### src/rtl/shift_issue_pkg.sv
// Shared types and width defaults for the shift-unit issue controller.
package shift_issue_pkg;

    localparam int XLEN_D    = 32;
    localparam int SHAMT_W_D = 5;

    typedef enum logic [1:0] {
        OP_SLL = 2'd0,
        OP_SRL = 2'd1,
        OP_SRA = 2'd2
    } shift_op_t;

    typedef enum logic [1:0] {
        IDLE = 2'd0,
        KICK = 2'd1,
        WAIT = 2'd2,
        DONE = 2'd3
    } state_t;

endpackage

### src/rtl/shift_issue.sv
// Issue-side controller: accepts one shift op, kicks the multi-cycle
// shift unit, waits for its result and writes it back with its rd.
module shift_issue
    import shift_issue_pkg::*;
#(
    parameter int XLEN        = XLEN_D,
    parameter int SHAMT_W     = SHAMT_W_D,
    parameter bit ZERO_BYPASS = 1'b1
) (
    input  logic            clk,
    input  logic            reset,
    input  logic            req_valid,
    output logic            req_ready,
    input  logic [1:0]      req_op,
    input  logic [XLEN-1:0] req_rs1,
    input  logic [XLEN-1:0] req_rs2,
    input  logic [4:0]      req_rd,
    input  logic            flush,
    output logic            busy,
    output logic            wb_valid,
    output logic [4:0]      wb_rd,
    output logic [XLEN-1:0] wb_data,
    output logic            wb_early,
    output logic            sh_kick,
    output logic            sh_lshift,
    output logic            sh_unsigned,
    output logic [XLEN-1:0] sh_a,
    output logic [XLEN-1:0] sh_b,
    input  logic            sh_ready,
    input  logic            sh_ready_pre,
    input  logic [XLEN-1:0] sh_q
);

    state_t               state_q, state_d;
    logic [1:0]           op_q, op_d;
    logic [XLEN-1:0]      rs1_q, rs1_d;
    logic [SHAMT_W-1:0]   shamt_q, shamt_d;
    logic [4:0]           rd_q, rd_d;
    logic [XLEN-1:0]      wb_data_q, wb_data_d;
    logic                 killed_q, killed_d;
    logic                 accept;
    logic                 unused_rs2;

    assign unused_rs2 = ^req_rs2[XLEN-1:SHAMT_W];

    always_comb begin
        state_d   = state_q;
        op_d      = op_q;
        rs1_d     = rs1_q;
        shamt_d   = shamt_q;
        rd_d      = rd_q;
        wb_data_d = wb_data_q;
        killed_d  = killed_q;
        sh_kick   = 1'b0;
        wb_valid  = 1'b0;
        wb_early  = 1'b0;
        req_ready = ((state_q == IDLE) || (state_q == DONE)) && !flush;
        accept    = req_valid && req_ready;

        unique case (state_q)
            IDLE: ;
            KICK: begin
                if (flush) begin
                    state_d = IDLE;
                end else begin
                    sh_kick = 1'b1;
                    if (sh_ready) state_d = WAIT;
                end
            end
            WAIT: begin
                // The unit cannot abort, so a killed op still waits it out.
                if (flush) killed_d = 1'b1;
                wb_early = sh_ready_pre && !killed_q;
                if (sh_ready) begin
                    killed_d = 1'b0;
                    if (killed_q || flush) begin
                        state_d = IDLE;
                    end else begin
                        state_d   = DONE;
                        wb_data_d = sh_q;
                    end
                end
            end
            DONE: begin
                wb_valid = !flush;
                state_d  = IDLE;
            end
            default: state_d = IDLE;
        endcase

        if (accept) begin
            op_d     = req_op;
            rs1_d    = req_rs1;
            shamt_d  = req_rs2[SHAMT_W-1:0];
            rd_d     = req_rd;
            killed_d = 1'b0;
            if (ZERO_BYPASS && (req_rs2[SHAMT_W-1:0] == '0)) begin
                state_d   = DONE;
                wb_data_d = req_rs1;
            end else begin
                state_d = KICK;
            end
        end
    end

    always_ff @(posedge clk or posedge reset) begin
        if (reset) begin
            state_q   <= IDLE;
            op_q      <= '0;
            rs1_q     <= '0;
            shamt_q   <= '0;
            rd_q      <= '0;
            wb_data_q <= '0;
            killed_q  <= 1'b0;
        end else begin
            state_q   <= state_d;
            op_q      <= op_d;
            rs1_q     <= rs1_d;
            shamt_q   <= shamt_d;
            rd_q      <= rd_d;
            wb_data_q <= wb_data_d;
            killed_q  <= killed_d;
        end
    end

    // Reserved op encoding 3 falls through to a left shift.
    assign sh_lshift   = !((op_q == OP_SRL) || (op_q == OP_SRA));
    assign sh_unsigned = (op_q == OP_SRL);
    assign sh_a        = rs1_q;
    assign sh_b        = {{(XLEN-SHAMT_W){1'b0}}, shamt_q};
    assign busy        = (state_q != IDLE);
    assign wb_rd       = rd_q;
    assign wb_data     = wb_data_q;

endmodule
### config.mk
export PLATFORM = sky130hd
export DESIGN_NAME = shift_issue
export DESIGN_NICKNAME = d
export VERILOG_FILES = /design/src/rtl/shift_issue_pkg.sv /design/src/rtl/shift_issue.sv
export SDC_FILE = /design/constraint.sdc
export NUM_CORES = 1
export LEC_CHECK = 0
export ABC_AREA = 1
export CAP_MARGIN = 20
export CORE_MARGIN = 1.5
export CORE_UTILIZATION = 35
export CTS_CLUSTER_SIZE = 8
export DETAILED_ROUTE_END_ITERATION = 8
export GPL_TIMING_DRIVEN = 0
export PLACE_DENSITY_LB_ADDON = 0.3
export SLEW_MARGIN = 15
export SYNTH_ARGS = -nofsm -noshare
export SYNTH_HDL_FRONTEND = slang
export SYNTH_SLANG_ARGS = --single-unit
### constraint.sdc
create_clock -name clk -period 3.3 [get_ports clk]
set_clock_uncertainty 0.15 [all_clocks]
set_input_delay 0.33 -clock clk [delete_from_list [all_inputs] [get_ports clk]]
set_output_delay 0.33 -clock clk [all_outputs]
set_load 0.03 [all_outputs]
# Word level (Yosys, flattened, before mapping)
# Cells that the tools add are included.
[op_classes]
muxes = 20
n_reduce_logical = 17
eq_ne = 7
[ops]
columns = ["op", "count"]
rows = [
  ["32-bit 2-to-1 mux", 5],
  ["2-bit 2-to-1 mux", 6],
  ["1-bit 2-to-1 mux", 8],
  ["2-bit equality test (second input constant)", 3],
  ["2-bit case mux with 3 select lines", 1],
  ["5-bit logical NOT", 1],
  ["2-bit by 1-bit equality test with 1-bit output (second input constant)", 2],
  ["4-bit inequality test (second input constant)", 1],
  ["2-bit nonzero test", 2],
  ["4-bit nonzero test", 1],
  ["1-bit logical AND", 3],
  ["1-bit logical NOT", 3],
  ["1-bit logical OR", 3],
  ["3-bit inequality test (second input constant)", 1],
  ["3-bit AND reduction", 1],
  ["3-bit nonzero test", 1],
  ["2-bit logical NOT", 1],
  ["2-bit AND reduction", 1],
]
[word_totals]
out_inout_bits = 108
word_cells = 51
in_bits = 109
reg_bits = 79

# Logic depth before layout (Yosys ltp)
# Gate-level depths: netlist of the first run.
[logic_depth]
ltp_word = 6
mapped_depth = 10
ltp_nobuf = 9

# Least setup slack after synthesis of the first run
# No wires, ideal clock.
[synth_path]
path_type = "register -> register"
from = "register state_q[0]"
to = "register wb_data_q[10], in the netlist wb_data[10]"
synth_period_minus_slack_ns = 1.889
setup_slack_ns = 1.411
arrival_time_ns = 1.621
stages_incl_launch_ff = 10
n_path_buf = 1
required_ns = 3.033
cell_sequence = "dfrtp_1 -> inv_1 -> ha_1 -> nor2_4 -> nand2_4 -> nor2_4 -> nand2_4 -> buf_2 -> nand3_1 -> nand2_1"
[synth_via]
elab_chain_len = 5
[synth_lines]
columns = ["item", "line", "text"]
rows = [
  ["start: declaration", "shift_issue.sv:34", "state_t state_q, state_d;"],
  ["start signal: assignment", "shift_issue.sv:116", "state_q <= state_d;"],
  ["2-bit equality test or 2-bit logical NOT (tied branches)", "shift_issue.sv:57", "req_ready = ((state_q == IDLE) || (state_q == DONE)) && !flush;"],
  ["1-bit logical OR *", "shift_issue.sv:57", ""],
  ["1-bit logical AND *", "shift_issue.sv:57", ""],
  ["named net req_ready", "shift_issue.sv:13", "output logic req_ready,"],
  ["1-bit logical AND *", "shift_issue.sv:58", "accept = req_valid && req_ready;"],
  ["32-bit 2-to-1 mux *", "shift_issue.sv:91", "if (accept) begin"],
  ["named net wb_data_d[10]", "shift_issue.sv:39", "logic [XLEN-1:0] wb_data_q, wb_data_d;"],
  ["end signal: assignment", "shift_issue.sv:121", "wb_data_q <= wb_data_d;"],
  ["end: declaration", "shift_issue.sv:39", ""],
]
# Mark *: on every way through the listed nets, which the timed path passes. The rest lies on a longest branch.
# A chain may end at the register's enable or synchronous reset.

# Final worst setup path of the first run
[layout_path]
from = "register state_q[0]"
to = "output port req_ready"
[layout_via]
elab_chain_len = 3
[layout_lines]
columns = ["item", "line"]
rows = [
  ["2-bit equality test or 2-bit logical NOT (tied branches)", "shift_issue.sv:57"],
  ["1-bit logical OR *", "shift_issue.sv:57"],
  ["1-bit logical AND *", "shift_issue.sv:57"],
  ["end: declaration", "shift_issue.sv:13"],
]
# Every way passes the cells marked *; elsewhere a longest branch is shown, timed or not.

==> impl_metrics.yaml, run 1 <==
clock_tree:
  cts-root-buf: "clkbuf_16"
  numCtsBuffers: 9
  clock_sinks: 79
  worstSkewPairLatency_ps: 320
  ctsResizeCount: 0
  post_cts_buffers: 0
  cts.htree.levels: 3
  cts_buffer_depth: 2
  clk_pin_slew_ps: 60
  cts_tree: "yes"
  ctsHoldBuffers: 0
sta:
  fin_crit_ps: 2460
  whs_ps: 240
  slew_violations: 0
  period_share_pct: 74.6
  max_freq_mhz: 406
  hold_viol_final: 0
  rsz0062_at_grt: "false"
  setup_viol: 0
power:
  finalPower_mw: 5.77
  seqPwrFrac_pct: 29.1
  combPwrFrac_pct: 52.5
  p_sw_mw: 2.45
  clkPwrFrac_pct: 18.4
  internal_power_mw: 3.32
  sw_frac_of_total_pct: 42.5
  power.density_nw_per_um2: 927
  peakVddDrop_v: 0.000504
  p_leak_nw: 3.35
synth:
  yosysTopAreaCell: "dfrtp_1"
  avgSynthCellArea_um2: 7.41
  synth_top_area_share_pct: 49.6
  ys_seq_area_share_pct: 49.6
  ys_ff_latch: 79
  yosys_warnings: 0
  synthesis.area_um2: 3990
  syn-instance-count: 538
  synthTopCellsByArea: "dfrtp_1 (50%), nand2_1 (25%), inv_1 (7.3%)"
  synth_cell_type_count: 18
worst_setup_path:
  worst_setup_path_end_kind: "primary output"
  startpoint_type: "flip-flop"
  r2r_start: "state_q[0]$_DFFE_PP0P_"
  critPathMaxFanout: 5
  worstSetupPathType: "reg2out"
  timing.critical_path.from: "state_q[0]$_DFFE_PP0P_"
  required_ps: 2820
  cp.arrival_ps: 1980
final_layout:
  final_nets: 853
  final_cells: 883
  layout-drive-gt1-share_pct: 9.02
  final_common_cell: "nand2_1"
  diodes: 0
  syn2layout_area_growth_pct: 56.1
  finalInstanceArea_um2: 6230
  utilization_pct: 56.7
  final_cell_mix: "nand2_1 (263), clkdlybuf4s50_1 (162), dfrtp_1 (79), inv_1 (77), nand3_1 (37)"
global_routing:
  grt_max_degree: 44
  grt-ovfl-total: 0
  grt_pass1_wl_um: 17400
  grt.total_usage_pct: 18.5
  grt_pass1_vias: 3641
  antenna_found_initial: 0
place:
  placed_cells_incl_taps: 867
  place_area_um2: 5910
  gp_congestion: 0.808
  port_buffers: 162
  place_hpwl_um: 8340
drt:
  post_drt_wl_per_cell_um: 12.5
  drt-initial-drc-count: 124
  dr.pass1.iters: 4
  routed_via_density: 4.29
  routed_wl_um: 11000
  antenna_left: 0
  num_vias: 3784
  route.detailed.drc: 0
die:
  die_area_um2: 12000
  ios: 217
  core_area_um2: 11000
  die_height_um: 110
  std_cell_rows: 38
  die_w_um: 110
  start_util_pct: 36.3
hold_path:
  hp-class: "in2async"
run_status:
  outcome: "completed"
run:
  drv_cap: 0
[power groups by stage]
stage | registers, mW | clock network (mW) | logic [mW]
3_3_place_gp | 1.68 | 0 | 2.98
5_1_grt | 1.74 | 1.14 | 3.27
2_1_floorplan | 2.51 | 0 | 0.941
3_5_place_dp | 1.69 | 0 | 3.04
4_1_cts | 1.68 | 1.08 | 3.06
6_report | 1.68 | 1.06 | 3.03
[state kept, by name, summed over array words and instances, names as in the netlist]
name / count
sh_a: 32
wb_data: 32
shamt_q: 5
wb_rd: 5
op_q: 2
state_q: 2
killed_q: 1
[final timing paths]
| kind | to | slack, ps | cells after the start |
|---|---|---|---|
| max in group asynchronous | sh_a[0]$_DFFE_PP0N_ | 2180 | 3 |
| min reg2reg | sh_a[2]$_DFFE_PP0N_ | 330 | 2 |
| max reg2reg | sh_a[18]$_DFFE_PP0N_ | 1290 | 8 |
| max | req_ready | 840 | 4 |
| min in group clk | sh_a[2]$_DFFE_PP0N_ | 330 | 2 |
| min | wb_data[16]$_DFF_PP0_ | 240 | 2 |
[layer usage]
layer / track usage [%] / up-vias / wire, um / share of wire [%]
met5: 0 / - / 0 / 0
met4: 5.66 / 0 / 118 / 1.1
met3: 5.10 / 11 / 895 / 8.1
met2: 31.6 / 145 / 5360 / 49
met1: 22.5 / 1701 / 4670 / 42
li1: - / 1927 / - / -
[synthesized netlist by cell type]
cell type and instances:
nand2_1 263, nand3_1 37, inv_1 78, inv_2 2, buf_2 11, ha_1 6
conb_1 1, nand3_2 1, nand2_4 2, clkinv_2 1, dfrtp_1 79, o21ai_0 7
nand4_1 1, nor2_1 10, clkbuf_1 6, buf_4 28, nor2_4 2, buf_6 3
[cell families after synthesis]
kind of cell	synth area share, %
compound gates	0.878
fa+ha+maj	1.88
buf+inv	15.7
flops	49.6
other cells	0.0940
simple gates	31.9
[layout make-up]
class	instances	area, um2
Clock buffer	10	229
Inverter	81	308
Buffer	48	322
Tap cell	140	175
Multi-Input combinational cell	356	1480
Timing Repair Buffer	163	1650
Sequential cell	79	1980
Clock inverter	6	85.1
Fill cell	1027	4760
[metrics by stage]
step           setup WS [ps]  setup TNS (ps)
5_1_grt                  724               0
4_1_cts                  817               0
3_3_place_gp            -507          -39720
6_report                 839               0
3_5_place_dp            1080               0
2_1_floorplan            797               0
[critical path: stages, from the launching register on]
cell             delay, ps
dfrtp_1                410
inv_1                   80
ha_1                   340
nor2_4                 130
clkdlybuf4s50_1        690
No activity file was read; power rests on OpenSTA's default activity.
==> inputs of run 2 (changes only) <==
==> constraint.sdc (replaced) <==
create_clock -name clk -period 2.55 [get_ports clk]
set_clock_uncertainty 0.15 [all_clocks]
set_input_delay 0.255 -clock clk [delete_from_list [all_inputs] [get_ports clk]]
set_output_delay 0.255 -clock clk [all_outputs]
set_load 0.03 [all_outputs]
==> results of run 2 <==
The final DEF is identical to that of run 1. Status: completed.
Main changes from that run: setup slack after placement 1080 ps -> 445 ps; setup slack after layout 839 ps -> 164 ps; hold slack 240 ps -> 165 ps; register-to-register setup slack 1290 ps -> 540 ps; total power 5.77 mW -> 7.47 mW; worst IR drop on VDD 0.000504 V -> 0.000653 V
==> inputs of run 3 (changes only) <==
--- a/config.mk
+++ b/config.mk
@@ -7,6 +7,7 @@
 export LEC_CHECK = 0
 export ABC_AREA = 1
 export CAP_MARGIN = 20
+export CORE_ASPECT_RATIO = 1.5
 export CORE_MARGIN = 1.5
 export CORE_UTILIZATION = 35
 export CTS_CLUSTER_SIZE = 8
==> constraint.sdc (replaced) <==
create_clock -name clk -period 2.65 [get_ports clk]
set_clock_uncertainty 0.15 [all_clocks]
set_input_delay 0.265 -clock clk [delete_from_list [all_inputs] [get_ports clk]]
set_output_delay 0.265 -clock clk [all_outputs]
set_load 0.03 [all_outputs]
==> run 3 against run 2 <==
Net effect:
- routed wire length increased by 2.7%
- setup slack improved by 67 ps
- utilization down 0.42 points
- clock power shrank 11%
- combinational power fell by 3%
- global-route usage is 0.47 points higher
- via count down 0.11%
- hold slack improved by 14 ps
==> impl_metrics.yaml, run 3 (synthesis gave the netlist of run 1 again) <==
drt:
  dr.pass1.iters: 5
  antenna_left: 0
  route.detailed.drc: 0
  post_drt_wl_per_cell_um: 12.7
  drt-initial-drc-count: 115
  num_vias: 3780
  routed_via_density: 4.25
  routed_wl_um: 11300
sta:
  period_share_pct: 91.3
  fin_tns_setup_ps: 0
  setup_slack_ps: 231
  rsz0062_at_grt: "false"
  fin_crit_ps: 2420
  tightestPinTransition_ps: 504
  max_freq_mhz: 413
  setup_viol: 0
  slew_headroom_pct: 66.4
  slew_violations: 0
  hold_viol_final: 0
place:
  gp_congestion: 0.790
  place_hpwl_um: 8680
  dpl_worst_slack_ps: 540
  port_buffers: 162
  place_area_um2: 5920
hold_path:
  hp-class: "in2async"
final_layout:
  utilization_pct: 56.3
  finalInstanceArea_um2: 6220
  final_nets: 853
  final_cell_mix: "nand2_1 (263), clkdlybuf4s50_1 (162), dfrtp_1 (79), inv_1 (77), nand3_1 (37)"
  diodes: 0
  syn2layout_area_growth_pct: 56.0
  layout-drive-gt1-share_pct: 9.02
  final_common_cell: "nand2_1"
die:
  die_w_um: 90.2
  core_area_um2: 11100
  ios: 217
  die_height_um: 134
  std_cell_rows: 47
  start_util_pct: 36.1
  die_area_um2: 12100
worst_setup_path:
  reg2regPathDepth: 8
  required_ps: 2240
  critical-path-top-delay-family: "buffers and inverters"
  critPathMaxFanout: 5
  crit_chain: "inv_1 -> ha_1 -> nor2_4 -> clkdlybuf4s50_1"
  cp.arrival_ps: 2000
  critical-path-max-stage-delay_ps: 680
  worstSetupPathType: "reg2out"
  cp_slowest_cell: "clkdlybuf4s50_1"
  path_buf_inv: 2
  crit_cells: 4
  worst_setup_path_end_kind: "primary output"
  startpoint_type: "flip-flop"
clock_tree:
  numCtsBuffers: 9
  clock_sinks: 79
  clk_pin_slew_ps: 60
  post_cts_buffers: 0
  cts-root-buf: "clkbuf_16"
  ctsHoldBuffers: 0
  ctsResizeCount: 0
  cts_tree: "yes"
  cts.htree.levels: 3
  worstSkewPairLatency_ps: 320
  cts_buffer_depth: 2
run_status:
  outcome: "completed"
global_routing:
  grt_pass1_wl_um: 18100
  grt_max_degree: 44
  antenna_found_initial: 0
  grt_pass1_vias: 3761
  grt.total_usage_pct: 18.9
  grt-ovfl-total: 0
power:
  peakVddDrop_v: 0.000689
  p_leak_nw: 3.34
  power.density_nw_per_um2: 1140
run:
  drv_cap: 0
run 3: cell count changes in the layout (fill, tap and decap cells not counted), sizes merged:
cell      before  now
clkinvlp       2    3
clkinv         3    2
clkbuf        16   17
bufinv         2    1
run 3: through the flow:
| step | instances | power, mW | hold slack (ps) |
|---|---|---|---|
| after floorplan | 564 | 4.30 | 225 |
| after global placement | 873 | 5.82 | 313 |
| after detailed placement | 874 | 5.91 | 319 |
| after CTS | 890 | 7.19 | 189 |
| after global routing | 890 | 7.55 | 208 |
| final | 890 | 7.10 | 179 |
run 3: cell type report:
class / count / area, um2
tap: 147 / 184
multi-input combinational: 356 / 1480
clock buffer: 11 / 243
buffer: 48 / 322
timing repair buffer: 163 / 1650
clock inverter: 5 / 57.6
fill: 1065 / 4830
inverter: 81 / 308
sequential: 79 / 1980
run 3: final timing paths:
kind,start,end,slack (ps)
max,state_q[0]$_DFFE_PP0P_,req_ready,230
min,reset,wb_data[19]$_DFF_PP0_,180
max reg2reg,state_q[0]$_DFFE_PP0P_,sh_a[14]$_DFFE_PP0N_,610
min reg2reg,sh_a[17]$_DFFE_PP0N_,sh_a[17]$_DFFE_PP0N_,330
max in group asynchronous,reset,wb_data[29]$_DFF_PP0_,1600
min in group clk,req_rd[1],wb_rd[1]$_DFFE_PP0N_,320
run 3: layer usage:
metal / track usage, % / up-vias / part of all wire [%]
li1: - / 1923 / -
met1: 21.1 / 1696 / 40
met2: 34.0 / 141 / 53
met3: 4.74 / 20 / 5.3
met4: 8.20 / 0 / 2.3
met5: 0 / - / 0
run 3: power breakdown:
| group | switching, mW | leakage [nW] | internal (mW) |
|---|---|---|---|
| clock network | 0.466 | 0.138 | 0.753 |
| logic | 2.26 | 2.27 | 1.54 |
| registers | 0.314 | 0.931 | 1.77 |
